<file path="src/rtl/mult_iter.sv">
// mult_iter: iterative radix-2 shift-add multiplier, signed or unsigned.
//
// One multiplier bit is retired per cycle on magnitudes, and the sign is
// applied once when the product is published. A start in IDLE is sampled at
// edge k. The product appears on z at edge k+WIDTH+1, and done pulses in the
// cycle after that edge.
//
// Configuration macro:
//   MULT_ZERO_BYPASS_EN - a zero operand skips RUN and goes straight to DONE.
//
// Ports:
//   clk   in   clock, rising edge
//   rst   in   asynchronous active-high reset
//   start in   request a multiply (sampled only in IDLE)
//   sign  in   1 = two's-complement operands, 0 = unsigned
//   a, b  in   multiplicand / multiplier, WIDTH bits
//   busy  out  state is not IDLE
//   done  out  one-cycle pulse, z just updated
//   z     out  2*WIDTH product register, held until next completion
module mult_iter #(
  parameter int WIDTH = 32
) (
  input  logic               clk,
  input  logic               rst,
  input  logic               start,
  input  logic               sign,
  input  logic [WIDTH-1:0]   a,
  input  logic [WIDTH-1:0]   b,
  output logic               busy,
  output logic               done,
  output logic [2*WIDTH-1:0] z
);

  localparam int CW = $clog2(WIDTH);

  typedef enum logic [1:0] {IDLE, RUN, DONE} state_e;

  state_e             state_q, state_d;
  logic [2*WIDTH-1:0] acc_q, acc_d;
  logic [2*WIDTH-1:0] mcand_q, mcand_d;   // multiplicand, shifted left each step
  logic [WIDTH-1:0]   mplier_q, mplier_d; // multiplier, shifted right each step
  logic [CW-1:0]      cnt_q, cnt_d;
  logic               neg_q, neg_d;       // result polarity; sign itself is not kept
  logic [2*WIDTH-1:0] z_q, z_d;
  logic               done_q, done_d;

  // Negating -2^(WIDTH-1) gives back the same bit pattern. Read as unsigned,
  // that pattern is the correct magnitude 2^(WIDTH-1), so no extra bit is needed.
  logic [WIDTH-1:0] a_mag, b_mag;
  assign a_mag = (sign && a[WIDTH-1]) ? -a : a;
  assign b_mag = (sign && b[WIDTH-1]) ? -b : b;

  always_comb begin
    state_d  = state_q;
    acc_d    = acc_q;
    mcand_d  = mcand_q;
    mplier_d = mplier_q;
    cnt_d    = cnt_q;
    neg_d    = neg_q;
    z_d      = z_q;
    done_d   = 1'b0;
    case (state_q)
      IDLE: begin
        if (start) begin
          mcand_d  = {{WIDTH{1'b0}}, a_mag};
          mplier_d = b_mag;
          neg_d    = sign & (a[WIDTH-1] ^ b[WIDTH-1]);
          acc_d    = '0;
          cnt_d    = '0;
          state_d  = RUN;
`ifdef MULT_ZERO_BYPASS_EN
          // The accumulator was just cleared, so DONE publishes a zero.
          if (a == '0 || b == '0) state_d = DONE;
`endif
        end
      end
      RUN: begin
        if (mplier_q[0]) acc_d = acc_q + mcand_q;
        mcand_d  = mcand_q << 1;
        mplier_d = mplier_q >> 1;
        cnt_d    = cnt_q + CW'(1);
        if (cnt_q == CW'(WIDTH-1)) state_d = DONE;
      end
      DONE: begin
        z_d     = neg_q ? -acc_q : acc_q;
        done_d  = 1'b1;
        state_d = IDLE;
      end
      default: state_d = IDLE;
    endcase
  end

  always_ff @(posedge clk or posedge rst) begin
    if (rst) begin
      state_q  <= IDLE;
      acc_q    <= '0;
      mcand_q  <= '0;
      mplier_q <= '0;
      cnt_q    <= '0;
      neg_q    <= 1'b0;
      z_q      <= '0;
      done_q   <= 1'b0;
    end else begin
      state_q  <= state_d;
      acc_q    <= acc_d;
      mcand_q  <= mcand_d;
      mplier_q <= mplier_d;
      cnt_q    <= cnt_d;
      neg_q    <= neg_d;
      z_q      <= z_d;
      done_q   <= done_d;
    end
  end

  assign busy = (state_q != IDLE);
  assign done = done_q;
  assign z    = z_q;

endmodule

</file>
<file path="config.mk">
export PLATFORM = sky130hd
export DESIGN_NAME = mult_iter
export DESIGN_NICKNAME = d
export VERILOG_FILES = /design/src/rtl/mult_iter.sv
export SDC_FILE = /design/constraint.sdc
export NUM_CORES = 1
export LEC_CHECK = 0
export CAP_MARGIN = 20
export CORE_AREA = 2 2 170 172
export CTS_CLUSTER_SIZE = 24
export DETAILED_ROUTE_END_ITERATION = 7
export DIE_AREA = 0 0 172 174
export GPL_TIMING_DRIVEN = 0
export HOLD_SLACK_MARGIN = 0.08
export MAX_ROUTING_LAYER = met4
export PLACE_DENSITY = 0.76
export REMOVE_ABC_BUFFERS = 1
export SETUP_SLACK_MARGIN = 0.02
export SLEW_MARGIN = 30
export SYNTH_ARGS = -nofsm -noshare
export SYNTH_HDL_FRONTEND = slang
export SYNTH_SLANG_ARGS = --single-unit
</file>
<file path="constraint.sdc">
create_clock -name clk -period 10.6 [get_ports clk]
set_input_delay 3.18 -clock clk [delete_from_list [all_inputs] [get_ports clk]]
set_output_delay 3.18 -clock clk [all_outputs]
set_load 0.02 [all_outputs]
</file>
### Yosys cells after proc, flatten, opt, wreduce, memory -nomap -nowiden

Index checks and enable logic that the tools add are counted.

* input port bits: 68
* output and inout port bits: 66
* register bits: 233
* word-level logic and storage cells: 46

* add/subtract/negate cells: 5
* reductions and logical operators: 9
* bitwise logic cells: 2
* multiplexer cells: 16
* equality and inequality tests: 6

Operators by type and width (count)
* two-way mux 64 bit: 4
* one-hot mux 64 bit (2 select lines): 2
* two-way mux 32 bit: 3
* adder 64 bit: 1
* negation 32 bit: 2
* negation 64 bit: 1
* one-hot mux 32 bit (2 select lines): 1
* one-hot mux 5 bit (2 select lines): 1
* inequality test 2 bit, second input constant: 3
* AND reduction 2 bit: 3
* adder 5 x 1 -> 5 bit, second input constant: 1
* == test 5 bit, second input constant: 1
* two-way mux 5 bit: 1
* two-way mux 2 bit: 2
* one-hot mux 2 bit (2 select lines): 1
* nonzero test 2 bit: 2
* AND reduction 3 bit: 1
* == test 2 x 1 -> 1 bit, second input constant: 1
* == test 2 bit, second input constant: 1
* logical AND 1 bit: 2
* zero test 2 bit: 1
* AND 1 bit: 1
* two-way mux 1 bit: 1
* bitwise XOR 1 bit: 1

### Depth between registers and ports, before layout

Gate-level depths: netlist of run 1.

* depth after elaboration: 4
* gate-level depth with buffers: 13

### Least setup slack after synthesis of run 1

OpenSTA, ideal clock, no wires.

* path type: in2reg
* from: in a[5]
* to: reg mcand_q[29]
* data required time: 10.467 ns
* path slack: 5.169 ns
* stages on the path: 10
* arrival time: 5.297 ns
* library setup time: 0.133 ns
* path through: nor4_1 > nand3_1 > or4_1 > nor4_1 > nand2_1 > nor3_1 > nor2_1 > nor2_1 > xor2_1 > o21ai_0

* longest elaborated chain between the ends: 4

RTL lines
* start, declared: line 27 `input logic [WIDTH-1:0] a,`
* negation 32 bit: line 50 `assign a_mag = (sign && a[WIDTH-1]) ? -a : a;`
* two-way mux 32 bit: line 50
* two-way mux 64 bit: line 64 `if (start) begin`
* one-hot mux 64 bit (2 select lines): line 62 `case (state_q)`
* end signal, assigned: line 106 `mcand_q <= mcand_d;`
* end, declared: line 40 `logic [2*WIDTH-1:0] mcand_q, mcand_d;`

No other way between the ends. The select of a mux whose other input is x is not followed.
A chain may end at the register's enable or synchronous reset.

### Worst setup path after layout of run 1

* from: in a[3]
* to: reg mcand_q[29]

The elaborated chain is that of the path after synthesis.

==> impl_metrics.ini, run 1 <==
[flow_run]
max_cap_violations = 0

[detailed_routing]
ant_nets = 0
vias_per_cell = 5.89
first_pass_iters = 7
dr.max_layer_used = met4
drc = 0
wl_met3_um = 2340
wl_met2_um = 16900
dr_total_vias = 13400
drtIter0Drc = 1110
drt_wl_total_um = 38600
met1_length_um = 18600
wire_per_inst_um = 17.0

[clocking]
htree_levels = 1
hold_buffers = 0
cts_sinks = 233
cts-resized-gates = 0
cts_root_buf = clkbuf_16
clkTransAtPathRegs_ns = 0.06
tritoncts = yes
postCtsSetupBuffers = 0
cts_inserted_buffers = 27
insertion_delay_ns = 0.54
ctsLongestPathBuffers = 3

[global_routing]
grt_max_degree = 94
grt_pass1_vias = 12700
grt.overflow.total = 0
grt_usage_pct = 26.9
grt_pass1_wl_um = 64400
antenna_found_initial = 0

[power]
power_mw = 5.80
vdd_drop_max_mv = 0.157
power.density_nw_per_um2 = 323
leakage_nw = 7.76

[critical_path]
cp-start-kind = input port
worstSetupPathType = in2reg
cp.arrival_ns = 6.38
end_kind = register
cp_max_fo = 5
crit_required_ns = 11.02

[logic_synthesis]
ys_warn_count = 0
syn_area_per_cell_um2 = 8.41
ys_ff_latch = 233
ys_seq_area_share_pct = 38.4
synthFlopType = dfrtp_1
async_flop_share_pct = 100
yosys.cell_types.count = 69
postSynthCellCount = 1806
synth_edf_count = 0
netlist_area_um2 = 15200

[timing]
fmax_mhz = 168
relSlewSlack_pct = 41.7
maxSlewViolCount = 0
fin_skew_ns = 0.0110
fin_crit_ns = 5.97
finalSetupViolations = 0
rsz0062_at_grt = false
hold_viol_final = 0
hold-worst-slack_ns = 0.473
post-route-period-util_pct = 56.3
finalSetupTns_ns = 0
worst_slew_pin_slew_ns = 0.875

[finish]
design_area_um2 = 18000
post-route-util_pct = 63.6
fillers = 2455
layout-drive-gt1-share_pct = 4.75
antenna_cells = 0
area_delta_synth_final_pct = 18.2
finalNetCount = 2011

[placed_design]
dp_hpwl_um = 28900
port-buffer-count = 133
placed_area_um2 = 17000
routabilityCongestion = 0.935

[die]
std_cell_rows = 62
die_h_um = 174
io_pins = 134
start_util_pct = 53.8
die_width_um = 172
die-area_um2 = 29900
coreArea_um2 = 28200

[run_status]
status = finished, final reports clean

[min_path]
hold_class = reg2reg
-- registers in the layout (all words and copies together), names as in the netlist --
register  cells
acc_q        64
mcand_q      64
z            64
mplier_q     32
cnt_q         5
state_q       2
done          1
neg_q         1
-- power breakdown --
part | switching [mW] | total, mW | internal [mW] | leakage (nW)
Sequential | 0.447 | 1.68 | 1.24 | 2.74
Clock | 0.377 | 1.01 | 0.637 | 0.484
Combinational | 1.79 | 3.10 | 1.32 | 4.54
-- layout by cell type, fill, tap and decap left out, types with 7 or more instances in the layout --
cell	Yosys	routed
nand2_1	302	300
o21ai_0	271	271
dfrtp_1	233	232
clkdlybuf4s50_1	0	133
a21oi_1	102	102
xor2_1	91	91
xnor2_1	87	87
nor2_1	70	68
ha_1	68	68
a22oi_1	59	59
a21o_1	44	44
nand3_1	33	33
inv_1	32	31
o31ai_1	29	29
clkbuf_16	0	27
nand4_1	25	25
nor3_1	24	24
nor4_1	20	20
o21bai_1	19	19
o41ai_1	18	18
or3_1	16	16
a31oi_1	16	16
or4_1	14	14
and2_1	11	11
and3_1	11	11
buf_16	0	10
or2_2	7	7
clkbuf_8	0	7
-- layout make-up --
| type | count | area, um^2 | share of cell area, % |
|---|---|---|---|
| multi-input cells | 1435 | 8890 | 49.5 |
| flip-flops and latches | 233 | 5830 | 32.5 |
| repair buffers | 145 | 1640 | 9.14 |
| clock buffers | 35 | 776 | 4.32 |
| well taps | 384 | 480 | 2.68 |
| clock inverters | 14 | 211 | 1.18 |
| inverters | 32 | 128 | 0.711 |
-- worst max-delay path, cell delays in order --
cell	delay [ns]
clkdlybuf4s50_1	0.47
nor4_1	0.34
nand3_1	0.17
or4_1	0.60
nor4_1	0.64
nand2_1	0.24
nor3_1	0.22
nor2_1	0.10
nor2_1	0.17
xor2_1	0.16
o21ai_0	0.09
-- per-stage QoR --
stage | cells | worst slack [ns]
2_1_floorplan | 1700 | 1.03
5_1_grt | 2278 | 4.43
3_3_place_gp | 2217 | -1.80
6_report | 2278 | 4.63
3_5_place_dp | 2229 | 4.13
4_1_cts | 2278 | 4.70
-- layer usage --
metal,GRT usage (%),vias to the layer above
met1,39.9,6310
met4,5.85,0
met3,2.94,52
met2,39.8,410
met5,-,-
li1,-,6653
-- cell usage after synthesis, types with 4 or more instances --
master	count	area share (%)
o41ai_1	18	1.0
a22oi_1	59	2.9
xor2_1	91	5.2
a211oi_1	5	0.25
inv_1	32	0.79
and2_1	11	0.45
nand2b_1	8	0.33
nand4_1	25	1.0
nor2_1	70	1.7
nor3_1	24	0.79
xnor2_1	87	5.0
o21bai_1	19	0.94
a221oi_1	5	0.29
o31ai_1	29	1.4
o21ai_1	4	0.13
o21ai_0	271	8.9
or4_1	14	0.69
and3_1	11	0.45
nor2b_1	6	0.25
nand3_1	33	1.1
a22o_1	4	0.23
a21o_1	44	2.2
a21oi_1	102	3.4
ha_1	68	5.6
or2_2	7	0.29
nor4_1	20	0.82
nand2_1	302	7.5
dfrtp_1	233	38
a31oi_1	16	0.66
or3_1	16	0.66
o211ai_1	6	0.30
o21a_1	6	0.30
clkbuf_1	100	2.5
-- cell families (layout without fill, tap and decap cells) --
| logic type | after synthesis | count (layout) | synth area share, % |
|---|---|---|---|
| compound gates | 614 | 614 | 24.6 |
| xor+xnor | 178 | 178 | 10.3 |
| fa+ha+maj | 69 | 69 | 5.73 |
| buf+inv | 138 | 226 | 3.43 |
| flops | 233 | 233 | 38.4 |
| mux | 2 | 2 | 0.132 |
| simple gates | 572 | 572 | 17.5 |
-- final timing paths --
kind                          start      endpoint  slack (ns)  depth (start not counted)
max in group asynchronous       rst  mplier_q[11]        6.76                          3
hold reg to reg               z[61]         z[61]        0.47                          2
setup reg to reg           acc_q[0]     acc_q[60]        6.65                         13
setup / recovery               a[3]   mcand_q[29]        4.63                         11
min in group asynchronous       rst          done        3.05                          2
hold / removal                z[61]         z[61]        0.47                          2
(Power assumes the default switching activity.)
==> run 2, diff against run 1 <==
clock period = 5.8 ns   (was 10.6 ns; I/O delays follow)
==> results of run 2 <==
Same layout as run 1 (identical final DEF). Status: finished, final reports clean.
Main changes from that run: setup slack after placement 4.13 ns -> 0.775 ns; setup slack after layout 4.63 ns -> 1.27 ns; register-to-register setup slack 6.65 ns -> 1.85 ns; total power 5.80 mW -> 10.6 mW; worst IR drop on VDD 0.157 mV -> 0.286 mV
==> run 3, diff against run 2 <==
CORE_AREA = 2 2 173 175   (was 2 2 170 172)
DIE_AREA = 0 0 175 177   (was 0 0 172 174)
clock period = 3.9 ns   (was 5.8 ns; I/O delays follow)
==> impl_metrics.ini, run 3 (synthesized netlist as in run 1, its figures left out) <==
[finish]
fin_cells = 2279
final_common_cell = nand2_1
layout_common_cells = 300 x nand2_1, 270 x o21ai_0, 232 x dfrtp_1, 133 x clkdlybuf4s50_1, 100 x a21oi_1
design_area_um2 = 17900
area_delta_synth_final_pct = 18.0
finalNetCount = 2008
layout-drive-gt1-share_pct = 4.76
antenna_cells = 0
post-route-util_pct = 61.3

[die]
start_util_pct = 52.0
die_h_um = 177
io_pins = 134
die_width_um = 175
std_cell_rows = 63
coreArea_um2 = 29200
die-area_um2 = 31000

[detailed_routing]
wire_per_inst_um = 17.1
first_pass_iters = 6
vias_per_cell = 5.97
drt_wl_total_um = 38900
drtIter0Drc = 1073
dr_total_vias = 13600
drc = 0
ant_nets = 0

[flow_run]
max_cap_violations = 0

[critical_path]
worstSetupPathType = reg2reg
cp_max_fo = 7
cp.arrival_ns = 4.28
crit_required_ns = 4.34
end_kind = register
cp-start-kind = register

[timing]
worst_slack_ns = 0.0667
finalSetupTns_ns = 0
fin_crit_ns = 3.83
fin_skew_ns = 0.0150
post-route-period-util_pct = 98.3
worst_slew_pin_slew_ns = 0.810
rsz0062_at_grt = false
maxSlewViolCount = 0
hold-worst-slack_ns = 0.475
fmax_mhz = 261
finalSetupViolations = 0
hold_viol_final = 0
relSlewSlack_pct = 45.5

[clocking]
cts_sinks = 233
insertion_delay_ns = 0.54
ctsLongestPathBuffers = 3
htree_levels = 1
cts_root_buf = clkbuf_16
cts_inserted_buffers = 25
tritoncts = yes
clkTransAtPathRegs_ns = 0.06

[placed_design]
port-buffer-count = 133
dp_hpwl_um = 28900
dp.cells = 2234
placed_area_um2 = 17000
routabilityCongestion = 0.907
pre_cts_ws_ns = -0.685

[power]
leakage_nw = 7.72
vdd_drop_max_mv = 0.400
power_mw = 15.7
power.density_nw_per_um2 = 874

[global_routing]
grt_usage_pct = 25.9
grt_max_degree = 97
antenna_found_initial = 0
grt.overflow.total = 0
grt_pass1_vias = 12700
grt_pass1_wl_um = 64600

[run_status]
status = finished, final reports clean

[min_path]
hold_class = reg2reg
-- run 3: area by class of cell --
cell class                 count  area (um^2)
fill                        2510        11300
multi-input combinational   1435         8950
sequential                   233         5830
timing repair buffer         144         1630
clock buffer                  35          713
tap                          390          488
clock inverter                10          180
inverter                      32          128
-- run 3: final timing paths --
check                           from         to  slack (ns)  cells past startpoint
min                            z[23]      z[23]        0.48                      2
min reg2reg                    z[23]      z[23]        0.48                      2
max reg2reg                acc_q[15]  acc_q[63]        0.07                     10
min in group asynchronous        rst       done        1.04                      2
max                        acc_q[15]  acc_q[63]        0.07                     10
max in group asynchronous        rst      neg_q        2.04                      3
-- run 3: critical path, cell delays in order (launching register included) --
cell and delay [ns]:
dfrtp_1 0.47, ha_1 0.46, nand4_1 0.24, or2_2 0.35, a211oi_1 0.33, o21bai_1 0.21
o21ai_0 0.65, nand4_1 0.21, and4_1 0.26, nor4_1 0.31, a2bb2oi_1 0.25
-- run 3: power breakdown --
group | leakage, nW | internal (mW) | switching [mW]
combinational | 4.55 | 3.59 | 4.93
sequential | 2.74 | 3.36 | 1.20
clock | 0.433 | 1.60 | 0.974
-- run 3: routing by layer --
metal | global-route usage (%) | share of wire (%) | up-vias
met1 | 37.6 | 48 | 6448
met2 | 38.8 | 44 | 445
li1 | - | - | 6634
met5 | - | 0 | -
met4 | 7.19 | 2.4 | 0
met3 | 2.62 | 5.9 | 69
-- run 3: repair_timing --
action / in CTS / in global routing
hold buffers: 0 / 0
setup buffers: 0 / 0
hold endpoints to repair: 0 / 0
endpoints found under the setup margin: 6 / 9
gates resized for setup: 5 / 6
